## config.mk

```make
export PLATFORM = sky130hd
export DESIGN_NAME = uart_alu_ctrl
export DESIGN_NICKNAME = d
export VERILOG_FILES = /design/src/rtl/uart_alu_pkg.sv /design/src/rtl/frame_timeout_cnt.sv /design/src/rtl/uart_alu_ctrl.sv
export SDC_FILE = /design/constraint.sdc
export NUM_CORES = 1
export LEC_CHECK = 0
export CAP_MARGIN = 20
export CORE_UTILIZATION = 41
export CTS_CLUSTER_SIZE = 30
export DETAILED_ROUTE_END_ITERATION = 8
export GPL_TIMING_DRIVEN = 0
export HOLD_SLACK_MARGIN = 0.1
export MAX_ROUTING_LAYER = met4
export PLACE_DENSITY = 0.78
export SLEW_MARGIN = 15
export SYNTH_ARGS = -nofsm -noshare
export SYNTH_HDL_FRONTEND = slang
export SYNTH_HIERARCHICAL = 1
export SYNTH_SLANG_ARGS = --single-unit
export TNS_END_PERCENT = 100
```

## constraint.sdc

```tcl
create_clock -name clk -period 1.4 [get_ports clk]
set_clock_uncertainty 0.15 [all_clocks]
set_input_delay 0.28 -clock clk [delete_from_list [all_inputs] [get_ports clk]]
set_output_delay 0.28 -clock clk [all_outputs]
set_load 0.005 [all_outputs]
```

## src/rtl/uart_alu_pkg.sv

```systemverilog
// Shared types and constants for the UART/ALU sequencing controller.
// States, opcode values and default widths.
package uart_alu_pkg;

  localparam int DBIT_DEF = 8;
  localparam int OPW_DEF  = 6;

  typedef enum logic [2:0] {
    ST_WAIT_A  = 3'd0,
    ST_WAIT_B  = 3'd1,
    ST_WAIT_OP = 3'd2,
    ST_EXEC    = 3'd3,
    ST_SEND    = 3'd4
  } state_t;

  localparam logic [5:0] OP_ADD = 6'h20;
  localparam logic [5:0] OP_SUB = 6'h22;
  localparam logic [5:0] OP_AND = 6'h24;
  localparam logic [5:0] OP_OR  = 6'h25;
  localparam logic [5:0] OP_XOR = 6'h26;
  localparam logic [5:0] OP_SRA = 6'h03;
  localparam logic [5:0] OP_SRL = 6'h02;
  localparam logic [5:0] OP_NOR = 6'h27;

endpackage

```

## src/rtl/frame_timeout_cnt.sv

```systemverilog
// Clearable saturating idle counter with an expiry flag.
// Used by uart_alu_ctrl only when UART_ALU_CTRL_TIMEOUT_EN is defined.
module frame_timeout_cnt #(
  parameter int TOUT_CYC = 50000000,
  parameter int TOUT_BIT = 26
) (
  input  logic clk,
  input  logic reset,
  input  logic clr,
  input  logic en,
  output logic expired
);

  localparam logic [TOUT_BIT-1:0] MAX =
    TOUT_BIT'(TOUT_CYC - 1);

  logic [TOUT_BIT-1:0] cnt;

  always_ff @(posedge clk) begin
    if (!reset) begin
      cnt <= '0;
    end else if (clr) begin
      cnt <= '0;
    end else if (en && cnt != MAX) begin
      cnt <= cnt + 1'b1;
    end
  end

  assign expired = (cnt == MAX);

endmodule

```

## src/rtl/uart_alu_ctrl.sv

```systemverilog
// Frames A, B, opcode from UART RX, drives the ALU, sends the result.
// Optional inter-byte timeout: define UART_ALU_CTRL_TIMEOUT_EN.
module uart_alu_ctrl
  import uart_alu_pkg::*;
#(
  parameter int DBIT     = DBIT_DEF,
  parameter int OPW      = OPW_DEF,
  parameter int TOUT_CYC = 50000000,
  parameter int TOUT_BIT = 26
) (
  input  logic            clk,
  input  logic            reset,
  input  logic            rx_empty,
  input  logic [DBIT-1:0] r_data,
  output logic            rd_uart,
  input  logic            tx_full,
  output logic            wr_uart,
  output logic [DBIT-1:0] w_data,
  output logic [DBIT-1:0] alu_a,
  output logic [DBIT-1:0] alu_b,
  output logic [OPW-1:0]  alu_op,
  input  logic [DBIT-1:0] alu_result,
  output logic            done_tick,
  output logic            err_tick,
  output logic [2:0]      state_dbg
);

  if (TOUT_BIT < $clog2(TOUT_CYC)) begin : g_bad_tout
    $error("TOUT_BIT cannot hold TOUT_CYC");
  end

  state_t state;
  logic   rx_ok;
  logic   tout;

  // The RX flag lags rd_uart by one edge; skip that cycle.
  assign rx_ok = !rx_empty && !rd_uart;

`ifdef UART_ALU_CTRL_TIMEOUT_EN
  logic tout_en;
  logic tout_hit;

  assign tout_en = (state == ST_WAIT_B) ||
                   (state == ST_WAIT_OP);

  frame_timeout_cnt #(
    .TOUT_CYC (TOUT_CYC),
    .TOUT_BIT (TOUT_BIT)
  ) u_tout (
    .clk     (clk),
    .reset   (reset),
    .clr     (rd_uart || !tout_en),
    .en      (tout_en),
    .expired (tout_hit)
  );

  assign tout = tout_hit && rx_empty && !rd_uart;
`else
  assign tout = 1'b0;
`endif

  always_ff @(posedge clk) begin
    if (!reset) begin
      state     <= ST_WAIT_A;
      alu_a     <= '0;
      alu_b     <= '0;
      alu_op    <= '0;
      w_data    <= '0;
      rd_uart   <= 1'b0;
      wr_uart   <= 1'b0;
      done_tick <= 1'b0;
      err_tick  <= 1'b0;
    end else begin
      rd_uart   <= 1'b0;
      wr_uart   <= 1'b0;
      done_tick <= 1'b0;
      err_tick  <= 1'b0;
      case (state)
        ST_WAIT_A: begin
          if (rx_ok) begin
            alu_a   <= r_data;
            rd_uart <= 1'b1;
            state   <= ST_WAIT_B;
          end
        end
        ST_WAIT_B: begin
          if (rx_ok) begin
            alu_b   <= r_data;
            rd_uart <= 1'b1;
            state   <= ST_WAIT_OP;
          end else if (tout) begin
            err_tick <= 1'b1;
            state    <= ST_WAIT_A;
          end
        end
        ST_WAIT_OP: begin
          if (rx_ok) begin
            alu_op  <= r_data[OPW-1:0];
            rd_uart <= 1'b1;
            state   <= ST_EXEC;
          end else if (tout) begin
            err_tick <= 1'b1;
            state    <= ST_WAIT_A;
          end
        end
        ST_EXEC: begin
          w_data <= alu_result;
          state  <= ST_SEND;
        end
        ST_SEND: begin
          if (!tx_full) begin
            wr_uart   <= 1'b1;
            done_tick <= 1'b1;
            state     <= ST_WAIT_A;
          end
        end
        default: state <= ST_WAIT_A;
      endcase
    end
  end

  assign state_dbg = state;

endmodule

```

# ---- Word-level counts from Yosys, hierarchy flattened
# Cells that the tools add are included.
dict set report totals {
  ff_bits 35
  latchBits 0
  ram_bits 0
  mem_bits_ro 0
  inputBits 20
  output_inout_bits 37
  elab_cells 33
  mem_count 0
}
dict set report op_classes {
  addsub 0
  mul 0
  n_div 0
  n_lt_le_gt_ge 0
  n_eq_ne 8
  n_shift 0
  muxes 7
  bitwise 0
  reduce_logical 11
}
# operator count
set op_table {}
lappend op_table {{$pmux W3 S5} 1}
lappend op_table {{$mux W3} 4}
lappend op_table {{$reduce_and A2 Y1} 5}
lappend op_table {{$ne A2 B2 Y1 const B} 4}
lappend op_table {{$eq A3 B2 Y1 const B} 2}
lappend op_table {{$reduce_and A4 Y1} 1}
lappend op_table {{$eq A3 B1 Y1 const B} 1}
lappend op_table {{$eq A3 B3 Y1 const B} 1}
lappend op_table {{$logic_not A3 Y1} 1}
lappend op_table {{$reduce_or A3 Y1} 1}
lappend op_table {{$logic_not A1 Y1} 2}
lappend op_table {{$mux W1} 2}
lappend op_table {{$logic_and A1 B1 Y1} 1}

# ---- Longest topological paths before layout
dict set report depth {
  depth_word 4
  ltp_mapped 4
  depth_no_buf 3
}

# ---- Worst setup path after synthesis
# No wires, ideal clock.
dict set report synth_path {
  path_type {reg2reg}
  startpoint {reg state[2] (netlist: state_dbg[2])}
  endpoint {reg alu_b[0]}
  setup_time_ns 0.125
  t_arrival_ns 0.925
  required_time_ns 1.125
  setup_slack_ns 0.200
  path_stages_with_launch 4
  n_path_buf 0
  synth_period_minus_slack_ns 1.200
  path_cell_list {dfxtp_1 nor3_4 nand2_2 mux2i_1}
}
dict set report synth_between {
  elab_chain_len 2
}
# item line_no
set synth_rtl {}
lappend synth_rtl {{from (decl)} uart_alu_ctrl.sv:32} ;# state_t state;
lappend synth_rtl {{from (signal assigned)} uart_alu_ctrl.sv:64} ;# state <= ST_WAIT_A;
lappend synth_rtl {{from (signal assigned)} uart_alu_ctrl.sv:83} ;# state <= ST_WAIT_B;
lappend synth_rtl {{from (signal assigned)} uart_alu_ctrl.sv:90} ;# state <= ST_WAIT_OP;
lappend synth_rtl {{$eq A3 B1 Y1} uart_alu_ctrl.sv:78} ;# case (state)
lappend synth_rtl {{$reduce_and A2 Y1 (no source line)} -}
lappend synth_rtl {{to (signal assigned)} uart_alu_ctrl.sv:88} ;# alu_b <= r_data;
lappend synth_rtl {{to (decl)} uart_alu_ctrl.sv:20} ;# output logic [DBIT-1:0] alu_b,
# Every way passes these cells.
# A chain may end at the register's enable or synchronous reset.

# ---- Worst setup path after layout
dict set report layout_path {
  startpoint {reg state[2] (netlist: state_dbg[2])}
  endpoint {out state_dbg[2]}
}
# item line_no
set layout_rtl {}
lappend layout_rtl {{to (decl)} uart_alu_ctrl.sv:25} ;# output logic [2:0] state_dbg
# No word-level cell between the ends.

==> results.sh <==
export IMPL_antenna_cells=0
export IMPL_nFillCells=261
export IMPL_fp_dieArea_sq_um=3490
export IMPL_antenna_found_initial=0
export IMPL_period_needed_ns=1.38
export IMPL_syn_inst=130
export IMPL_synth_area_sq_um=1340
export IMPL_drive_gt1_frac=0.277
export IMPL_cts_tree="done"
export IMPL_initial_utilization=0.435
export IMPL_preCtsSetupSlack_ns=-0.373
export IMPL_remaining_drc_errors=0
export IMPL_place_congestion=0.755
export IMPL_hold_violations=0
export IMPL_report_power_total_mw=1.86
export IMPL_clk_latency_ns=0.33
export IMPL_syn_nets=150
export IMPL_final_nets=221
export IMPL_final_cell_mix="dlygate4sd2_1, mux2i_1, nand2_1, dfxtp_2, clkdlybuf4s50_1"
export IMPL_crit_buf_inv=1
export IMPL_fin_ws_ns=0.0154
export IMPL_synth_seq_cells=35
export IMPL_p_leak_nw=1.14
export IMPL_slowest_stage="dfxtp_4"
export IMPL_via_per_inst=4.60
export IMPL_clk_pin_slew_ns=0.11
export IMPL_irDropWorstVdd_mv=0.515
export IMPL_routed_wl_microns=3290
export IMPL_drv_cap=0
export IMPL_worst_setup_path_type="flip-flop to primary output"
export IMPL_firstDrtPassIters=3
export IMPL_numPortBuffers=55
export IMPL_cp_end_kind="primary output"
export IMPL_final_area_sq_um=2100
export IMPL_yosysUniqueCellTypes=22
export IMPL_worstPathArrival_ns=0.95
export IMPL_ant_nets=0
export IMPL_status="finished, final reports clean"
export IMPL_mostFrequentLayoutCell="dlygate4sd2_1"
export IMPL_cts_buffer_depth=2
export IMPL_ys_seq_area_frac=0.524
export IMPL_first_global_vias=1159
export IMPL_overflow=0
export IMPL_die_y_microns=59.1
export IMPL_grt_max_degree=11
export IMPL_drv_slew=0
export IMPL_htree_levels=2
export IMPL_cp_top_family="flip-flops"
export IMPL_critPathMaxStageDelay_ns=0.36
export IMPL_avgSynthCellArea_sq_um=10.3
export IMPL_multi_input_area_sq_um=621
export IMPL_holdBufCountCts=0
export IMPL_cp_start_kind="flip-flop"
export IMPL_grt_pass1_wl_microns=5230
export IMPL_io_pins=57
export IMPL_worstPathRequired_ns=0.97
export IMPL_cts_sinks=35
export IMPL_die_x_microns=59.1
export IMPL_hp_class="flip-flop to flip-flop"
export IMPL_seq_area_sq_um=743
export IMPL_crit_path_max_fanout=2
export IMPL_track_usage=0.212
export IMPL_post_dp_cell_area_sq_um=1940
export IMPL_rows=20
export IMPL_rsz0062_at_grt="yes"
export IMPL_drt_iter0_drc=23
export IMPL_path_cells="dlygate4sd2_1"
export IMPL_ys_warn_count=6
export IMPL_clockRootBuffer="clkbuf_4"
export IMPL_power_density_nw_per_um2=886
export IMPL_area_growth_pct=56.7
export IMPL_coreArea_sq_um=3080
export IMPL_vias=1131
export IMPL_cts_buffers_inserted=5
export IMPL_wire_per_inst_microns=13.4
export IMPL_fmax_ghz=0.722
export IMPL_hpwl_microns=2260
export IMPL_finalSetupViolations=0
export IMPL_post_route_period_util=0.989
kinds of logic (layout without fill, tap and decap cells):
family                 after synthesis  count (layout)  synth area share
flip-flops                          35              35             0.524
other                                1               1           0.00280
AO/OA/AOI/OAI                        5               5            0.0234
buffers and inverters                7              79            0.0318
multiplexers                        30              30             0.225
AND/OR/NAND/NOR                     52              52             0.194
Yosys cell counts, drive strengths merged:
| cell | instances | area, sq um |
|---|---|---|
| a2111oi | 1 | 8.76 |
| a21boi | 1 | 7.51 |
| a21oi | 2 | 10.0 |
| and2b | 1 | 7.51 |
| and4b | 1 | 11.3 |
| buf | 4 | 31.3 |
| clkbuf | 3 | 11.3 |
| conb | 1 | 3.75 |
| dfxtp | 35 | 701 |
| mux2i | 30 | 300 |
| nand2 | 33 | 131 |
| nand2b | 1 | 6.26 |
| nand3 | 1 | 5.00 |
| nand3b | 1 | 7.51 |
| nor2 | 3 | 11.3 |
| nor2b | 9 | 56.3 |
| nor3 | 1 | 16.3 |
| o21ai | 1 | 5.00 |
| or3 | 1 | 6.26 |
final timing paths:
check,to,depth (start not counted),slack (ns),from
setup / recovery,state_dbg[2],1,0.02,state_dbg[2]$_SDFFE_PN0P_
hold / removal,alu_b[0]$_SDFFE_PN0P_,2,0.31,alu_b[0]$_SDFFE_PN0P_
setup reg to reg,alu_b[5]$_SDFFE_PN0P_,5,0.02,state_dbg[2]$_SDFFE_PN0P_
hold reg to reg,alu_b[0]$_SDFFE_PN0P_,2,0.31,alu_b[0]$_SDFFE_PN0P_
metrics by stage:
| stage | hold slack, ns | cells | util | setup TNS, ns |
|---|---|---|---|---|
| after floorplan | 0.220 | 130 | - | 0 |
| after global placement | 0.298 | 229 | 0.631 | -7.34 |
| after detailed placement | 0.305 | 229 | 0.631 | -8.30 |
| after CTS | 0.315 | 245 | 0.671 | -0.0189 |
| after global routing | 0.327 | 246 | 0.681 | -0.324 |
| final | 0.313 | 246 | 0.681 | 0 |
power by group:
part | total [mW] | leakage, nW | switching [mW] | internal, mW
Sequential | 1.05 | 0.298 | 0.0174 | 1.03
Combinational | 0.287 | 0.817 | 0.127 | 0.160
Clock | 0.520 | 0.0293 | 0.324 | 0.196
Total | 1.86 | 1.14 | 0.469 | 1.39
repair_timing:
| action | in CTS | in global routing |
|---|---|---|
| pin swaps | 1 | 0 |
| setup endpoints to repair | 38 | 25 |
| resized for setup | 72 | 8 |
| buffers inserted | 8 | 1 |
state kept, by name, summed over array words and instances, names as in the netlist:
| name | count |
|---|---|
| alu_a | 8 |
| alu_b | 8 |
| alu_op | 6 |
| done_tick | 1 |
| rd_uart | 1 |
| state_dbg | 3 |
| w_data | 8 |
final cells by class:
| class | instances | area share |
|---|---|---|
| plain buffers | 7 | 0.0215 |
| clock buffers | 7 | 0.0215 |
| clock inverters | 1 | 0.00239 |
| multi-input cells | 88 | 0.296 |
| flip-flops and latches | 35 | 0.355 |
| well taps | 44 | 0.0263 |
| repair buffers | 64 | 0.278 |
metal layers:
| metal | global-route usage | up-vias | share of wire |
|---|---|---|---|
| met4 | 0.105 | 0 | 0.014 |
| met1 | 0.223 | 529 | 0.42 |
| li1 | - | 572 | - |
| met2 | 0.378 | 26 | 0.54 |
| met5 | - | - | 0 |
| met3 | 0.0415 | 4 | 0.026 |
(Power assumes the default switching activity.)
